## config.mk

```make
export PLATFORM = sky130hd
export DESIGN_NAME = word_stream_fifo
export DESIGN_NICKNAME = d
export VERILOG_FILES = /design/src/rtl/soc_stream_pkg.sv /design/src/rtl/word_fifo_ram.sv /design/src/rtl/word_stream_fifo.sv
export SDC_FILE = /design/constraint.sdc
export NUM_CORES = 1
export LEC_CHECK = 0
export ABC_AREA = 1
export CAP_MARGIN = 20
export CORE_ASPECT_RATIO = 1.5
export CORE_UTILIZATION = 35
export DETAILED_ROUTE_END_ITERATION = 10
export PLACE_DENSITY_LB_ADDON = 0.3
export SYNTH_ARGS = -nofsm -noshare
export SYNTH_HDL_FRONTEND = slang
export SYNTH_SLANG_ARGS = --single-unit
```

## constraint.sdc

```tcl
create_clock -name clock -period 6.5 [get_ports clock]
set_input_delay 1.3 -clock clock [delete_from_list [all_inputs] [get_ports clock]]
set_output_delay 1.3 -clock clock [all_outputs]
set_load 0.01 [all_outputs]
```

## src/rtl/soc_stream_pkg.sv

```systemverilog
// rtl/soc_stream_pkg.sv - shared stream constants, handshake encodings and clog2 helper
package soc_stream_pkg;

  localparam int WORD_WIDTH  = 32;
  localparam int BLOCK_WORDS = 4;

  // {valid, ready} pair as seen on one side of a stream handshake
  typedef enum logic [1:0] {
    HS_IDLE  = 2'b00,
    HS_READY = 2'b01,
    HS_STALL = 2'b10,
    HS_XFER  = 2'b11
  } hs_state_t;

  function automatic int clog2(input int value);
    int result;
    int remaining;
    result    = 0;
    remaining = value - 1;
    while (remaining > 0) begin
      result++;
      remaining = remaining >> 1;
    end
    return result;
  endfunction

endpackage

```

## src/rtl/word_fifo_ram.sv

```systemverilog
// rtl/word_fifo_ram.sv - word storage with synchronous write and asynchronous read
module word_fifo_ram #(
  parameter int WSIZE = 32,
  parameter int DEPTH = 16
) (
  input  logic                                   clock,
  input  logic                                   write_enable,
  input  logic [soc_stream_pkg::clog2(DEPTH)-1:0] write_addr,
  input  logic [WSIZE-1:0]                       write_data,
  input  logic [soc_stream_pkg::clog2(DEPTH)-1:0] read_addr,
  output logic [WSIZE-1:0]                       read_data
);

  logic [WSIZE-1:0] mem [DEPTH];

  always_ff @(posedge clock) begin
    if (write_enable) begin
      mem[write_addr] <= write_data;
    end
  end

  assign read_data = mem[read_addr];

endmodule

```

## src/rtl/word_stream_fifo.sv

```systemverilog
// rtl/word_stream_fifo.sv - first-word-fall-through word FIFO feeding the block assembler
module word_stream_fifo #(
  parameter int WSIZE       = soc_stream_pkg::WORD_WIDTH,
  parameter int DEPTH       = 16,
  parameter int BLOCK_WORDS = soc_stream_pkg::BLOCK_WORDS,
  parameter int AFULL_LEVEL = DEPTH - 2
) (
  input  logic                                 clock,
  input  logic                                 reset,
  input  logic                                 flush,
  input  logic [WSIZE-1:0]                     in_data,
  input  logic                                 in_valid,
  output logic                                 in_ready,
  output logic [WSIZE-1:0]                     out_data,
  output logic                                 out_valid,
  input  logic                                 out_ready,
  output logic [soc_stream_pkg::clog2(DEPTH):0] level,
  output logic                                 almost_full,
  output logic                                 block_avail,
  output logic                                 overflow
);

  import soc_stream_pkg::*;

  localparam int AW = clog2(DEPTH);
  localparam int PW = AW + 1;

  logic [PW-1:0] rd_ptr;
  logic [PW-1:0] wr_ptr;
  logic          full;
  logic          empty;
  logic          push;
  logic          pop;

  // The extra pointer bit distinguishes full from empty when the low bits match
  assign level       = wr_ptr - rd_ptr;
  assign full        = (level == PW'(DEPTH));
  assign empty       = (level == '0);
  assign almost_full = (level >= PW'(AFULL_LEVEL));
  assign block_avail = (level >= PW'(BLOCK_WORDS));

  assign in_ready  = !full;
  assign out_valid = !empty;
  assign push      = ({in_valid, in_ready} == HS_XFER);
  assign pop       = ({out_valid, out_ready} == HS_XFER);

  always_ff @(posedge clock or posedge reset) begin
    if (reset) begin
      rd_ptr   <= '0;
      wr_ptr   <= '0;
      overflow <= 1'b0;
    end else if (flush) begin
      rd_ptr   <= '0;
      wr_ptr   <= '0;
      overflow <= 1'b0;
    end else begin
      if (push) begin
        wr_ptr <= wr_ptr + 1'b1;
      end
      if (pop) begin
        rd_ptr <= rd_ptr + 1'b1;
      end
      if (in_valid && full) begin
        overflow <= 1'b1;
      end
    end
  end

  word_fifo_ram #(
    .WSIZE(WSIZE),
    .DEPTH(DEPTH)
  ) u_ram (
    .clock       (clock),
    .write_enable(push && !flush),
    .write_addr  (wr_ptr[AW-1:0]),
    .write_data  (in_data),
    .read_addr   (rd_ptr[AW-1:0]),
    .read_data   (out_data)
  );

endmodule

```

# Word level (Yosys, flattened, before mapping)
# Memory sizes are Yosys's and may differ from the RTL's.
# Cells that the tools add are included.
[classes] mux=8 bitwise_logic=0 add_sub_neg=3 div_mod_pow=0 eq_ne=3 n_shift=0 order_cmp=2 multipliers=0 n_reduce_logical=9
[op_table] operator="5-bit two-way mux" n=4
[op_table] operator="5-bit by 1-bit adder with 5-bit output (second input constant)" n=2
[op_table] operator="2-bit nonzero test" n=3
[op_table] operator="5-bit == test (second input constant)" n=1
[op_table] operator="5-bit by 3-bit >= comparator with 1-bit output (second input constant)" n=1
[op_table] operator="5-bit by 4-bit >= comparator with 1-bit output (second input constant)" n=1
[op_table] operator="5-bit logical NOT" n=1
[op_table] operator="5-bit subtractor" n=1
[op_table] operator="2-bit == test (second input constant)" n=2
[op_table] operator="1-bit two-way mux" n=4
[op_table] operator="1-bit logical NOT" n=3
[op_table] operator="1-bit logical AND" n=2
[word_totals] memories=1 output_inout_bits=42 input_bits=37 word_cells=29 rom_bits=0 reg_bits=11 ram_bits=512 latchBits=0
[memory_table] memory="u_ram.mem" words=16 width=32 read_ports=1 rd_ports_with_merged_regs=0 wr=1 line="word_fifo_ram.sv:14" text="logic [WSIZE-1:0] mem [DEPTH];"

# Logic depth before layout (Yosys ltp)
[logic_depth] word_depth=7 depth_mapped=13 depth_no_buf=12

# Hierarchy
# From an unflattened synthesis, not the netlist that was laid out.
[unflattened] hier_cells=2199 area_unflattened_um2=22977.0
[modules_own_cells] module="word_fifo_ram" n_inst=1 cells_each=2088 area_each_um2=22089.9 seq_area_each_um2=15374.7
[modules_own_cells] module="word_stream_fifo" n_inst=1 cells_each=111 area_each_um2=887.1 seq_area_each_um2=275.3

# Least setup slack after synthesis
# Ideal clock, no wire load.
[synth_path] path_kind="reg2reg" start="register rd_ptr[3]" end="memory u_ram.mem[10][0], enable pin" slack_ps=1719 setup_time_ps=461 required_ps=6039 period_less_slack_ps=4781 arrival_ps=4320 path_buffers=3 stages_incl_launch_ff=13 path_cell_list="dfrtp_1 -> clkbuf_1 -> clkinv_1 -> clkbuf_1 -> ha_1 -> a21oi_1 -> nand3_1 -> nand2_2 -> nor2_2 -> nand2_4 -> nand3_4 -> buf_6 -> nor3_1"
[synth_via] elab_chain_cells=7
[synth_rtl] element="start, declared" line="word_stream_fifo.sv:28" text="logic [PW-1:0] rd_ptr;"
[synth_rtl] element="start signal, assigned" line="word_stream_fifo.sv:61" text="rd_ptr <= rd_ptr + 1'b1;"
[synth_rtl] element="5-bit subtractor" line="word_stream_fifo.sv:36" text="assign level = wr_ptr - rd_ptr;"
[synth_rtl] element="5-bit == test" line="word_stream_fifo.sv:37" text="assign full = (level == PW'(DEPTH));"
[synth_rtl] element="1-bit logical NOT" line="word_stream_fifo.sv:42" text="assign in_ready = !full;"
[synth_rtl] element="via in_ready" line="word_stream_fifo.sv:13" text="output logic in_ready,"
[synth_rtl] element="2-bit == test" line="word_stream_fifo.sv:44" text="assign push = ({in_valid, in_ready} == HS_XFER);"
[synth_rtl] element="1-bit logical AND" line="word_stream_fifo.sv:74" text=".write_enable(push && !flush),"
[synth_rtl] element="1-bit two-way mux" line="word_fifo_ram.sv:17" text="if (write_enable) begin"
[synth_rtl] element="1-bit two-way mux (implied by the code)" line="word_fifo_ram.sv:18" text="mem[write_addr] <= write_data;"
[synth_rtl] element="end, declared" line="word_fifo_ram.sv:14"
# The timed path passes the listed nets, and every way through them passes these cells.

# Worst setup path after layout
[layout_path] start="register rd_ptr[1]" end="output almost_full"
[layout_via] elab_chain_cells=2
[layout_rtl] element="5-bit subtractor" line="word_stream_fifo.sv:36"
[layout_rtl] element="5-bit by 4-bit >= comparator with 1-bit output" line="word_stream_fifo.sv:39" text="assign almost_full = (level >= PW'(AFULL_LEVEL));"
[layout_rtl] element="end, declared" line="word_stream_fifo.sv:18" text="output logic almost_full,"
# Every way passes these cells.

==> qor.yml <==
drcViolationCount: 0
hold_path.startpoint: "overflow$_DFFE_PP0P_"
final_critical_delay_including_setup_and_external_delays_ns: 5.35
layout.nets: 1587
syn_nets: 1542
timing.critical_path.max_delay_family: "buffers and inverters"
critPathBufInv: 3
avgSynthCellArea_um2: 13.8
synth_sequential_area_ratio_pct: 75.7
crit_arrival_ns: 4.05
crit_top_cell: "nand2_1"
synth.ff_latch_count: 523
clock_sink_count: 523
clock_path_buffers: 3
ctsRootBufferMaster: "clkbuf_16"
run_status: "completed"
power-per-cell-area_nw_per_um2: 361
preCtsSetupSlack_ns: 1.69
avgViaCountPerCell: 5.49
grt_first_pass_wirelength_um: 80100
design.core.area_um2: 58100
crit_path_top_delay_cell: "dfrtp_4"
h-tree-depth: 2
timing.max_slew.rel_slack_pct: 16.6
setup_ws_ns: 1.15
crit_path_start: "rd_ptr[1]$_DFFE_PP0P_"
maximum_number_of_pins_on_one_net_before_global_route_repair: 252
timing.critical_path.to_type: "output port"
cp.required_ns: 5.20
routed_wire_length_per_instance_um: 23.1
initial_drt_markers: 1309
worstReg2RegStart: "rd_ptr[1]$_DFFE_PP0P_"
final_area_um2: 23800
clk_lat_worst_skew_ns: 0.58
cts_tree: "yes"
dr.max_layer_used: "met5"
dr_wl_met2_um: 27500
initial_core_util_pct: 35.6
finalCritPeriodShare_pct: 82.3
maxCapViolCount: 0
first_pass_iters: 5
hold_class: "reg -> reg"
dpl_cell_area_um2: 22300
yosys_most_used_dff: "edfxtp_1"
crit_fanout: 56
layout-drive-gt1-share_pct: 8.30
gp_routability_congestion: 0.769
crit_path_cell_trace: "clkinv_2 -> buf_4 -> ha_1 -> a21oi_2 -> nand2_2 -> nand2_1 -> nand2_1 -> o31ai_1 -> clkdlybuf4s50_1"
route.met3.wl_um: 2750
async_flop_share_pct: 2.10
synth.cell_area_um2: 20700
die_w_um: 200
report.final.setup_viol: 0
rsz0062_at_grt: "no"
postRouteAntennaNets: 0
cpPeakStageDelay_ns: 0.80
gr-usage-all-layers_pct: 17.7
synth_cell_type_count: 35
highest_clock_rate_mhz: 187
floorplan.rows: 108
diodes: 0
drt-total-wl_um: 54200
leak_pwr_nw: 7.50
synth_enable_flop_cells: 512
maxSlewViolCount: 0
synthDominantCellAreaShare_pct: 74.4
place.port_buffers: 78
fin_tns_setup_ns: 0
routed-via-count: 12892
cts.reportedPaths.clkPinSlew_ns: 0.06
postCtsSetupBuffers: 0
timing.clock.skew_ns: 0.0169
max-vdd-ir-drop_mv: 0.209
final_hold_viols: 0
ctsHoldBuffers: 0
dp_hpwl_um: 27500
antenna_found_initial: 2
worst-setup-path-type: "reg -> out"
cts_resized: 0
dieArea_um2: 60100
synth.yosys.warnings: 0
die_h_um: 300
worst_slew_pin_slew_ns: 1.25
synth_top_cell_by_area: "edfxtp_1"
cts-buffers-inserted: 47
detailed_routing_wirelength_on_met1_um: 22500
number_of_global_route_vias_before_repair: 12557
netlist_instances: 1495
cp-start-kind: "flip-flop"
syn_to_final_growth_pct: 14.9
io-pin-count: 79
synth_top_area_cells: "edfxtp_1, o21ai_0, nor2_1"
global_route.overflow_total: 0
-- final timing paths --
check	end	slack, ns	cells past startpoint
max	almost_full	1.15	9
min	overflow$_DFFE_PP0P_	0.52	2
max reg2reg	u_ram.mem[10][0]$_DFFE_PP_	1.80	11
min reg2reg	overflow$_DFFE_PP0P_	0.52	2
max in group asynchronous	rd_ptr[1]$_DFFE_PP0P_	5.12	2
min in group asynchronous	wr_ptr[3]$_DFFE_PP0P_	1.04	2
-- layout make-up --
| type | instances | area (um2) |
|---|---|---|
| Tap cell | 770 | 963 |
| Inverter | 25 | 100 |
| Multi-Input combinational cell | 837 | 4540 |
| Clock inverter | 29 | 209 |
| Fill cell | 5326 | 34300 |
| Timing Repair Buffer | 106 | 1070 |
| Clock buffer | 58 | 1220 |
| Sequential cell | 523 | 15700 |
-- where the power goes --
part,internal [W],switching (W)
logic,0.000750,0.00136
registers,0.00378,0.0000708
clock network,0.00142,0.00119
total,0.00595,0.00262
-- synthesized netlist by cell type (11+ instances only) --
cell and number:
clkbuf_1 80, nor3_1 13, nand2_1 57, edfxtp_1 512, nor2_1 257, o221ai_1 101
o21ai_0 246, dfrtp_1 11, o22ai_1 27, nand3_1 55, buf_2 19, o211ai_1 27
inv_1 21
-- per-stage QoR --
step | hold WS, ns | util [%] | cells | total power (W)
2_1_floorplan | 0.493 | - | 1495 | 0.00515
3_3_place_gp | 0.508 | 38.4 | 2261 | 0.00602
3_5_place_dp | 0.520 | 38.4 | 2261 | 0.00605
4_1_cts | 0.530 | 40.9 | 2348 | 0.00864
5_1_grt | 0.569 | 40.9 | 2348 | 0.00894
6_report | 0.525 | 40.9 | 2348 | 0.00857
-- sequential cells by signal, indices dropped and copies added, names as in the netlist --
name / flops
wr_ptr: 5
overflow: 1
u_ram.mem: 512
rd_ptr: 5
-- worst register-to-register path: cells and delay by family, from the launching register on --
family / cells / cell delay, ns
AND/OR/NAND/NOR: 6 / 1.50
buffers and inverters: 3 / 1.50
flip-flops: 1 / 0.80
adder cells (fa/ha/maj): 1 / 0.36
AO/OA/AOI/OAI: 1 / 0.19
-- metal layers --
| layer | GRT usage, % | vias to the layer above |
|---|---|---|
| met5 | 0 | - |
| met4 | 5.80 | 2 |
| met2 | 31.3 | 416 |
| li1 | - | 5801 |
| met3 | 1.90 | 87 |
| met1 | 22.8 | 6586 |
-- cells by family after synthesis --
kind of cell / after synthesis / share of synthesized area, %
compound gates: 415 / 12.4
flops: 523 / 75.7
fa+ha+maj: 10 / 0.642
buf+inv: 135 / 2.73
simple gates: 405 / 8.21
xor+xnor: 7 / 0.297
-- cell usage in the layout (no fill, tap or decap), types with 2 or more instances in the layout --
cell type / count
edfxtp_1: 512
nor2_1: 256
o21ai_0: 246
o221ai_1: 101
clkdlybuf4s50_1: 78
nand2_1: 57
nand3_1: 55
clkbuf_16: 47
o22ai_1: 27
o211ai_1: 27
buf_4: 22
inv_1: 20
nor3_2: 13
clkinv_2: 12
clkbuf_1: 11
nand4_1: 10
o21ai_1: 10
ha_1: 9
clkinv_1: 9
dfrtp_1: 7
xor2_1: 6
buf_12: 6
inv_6: 5
nand2_2: 4
inv_2: 3
dfrtp_4: 3
a21oi_1: 2
nor2_2: 2
nor3_4: 2
clkinv_4: 2
bufinv_16: 2
No activity file was read; power rests on OpenSTA's default activity.
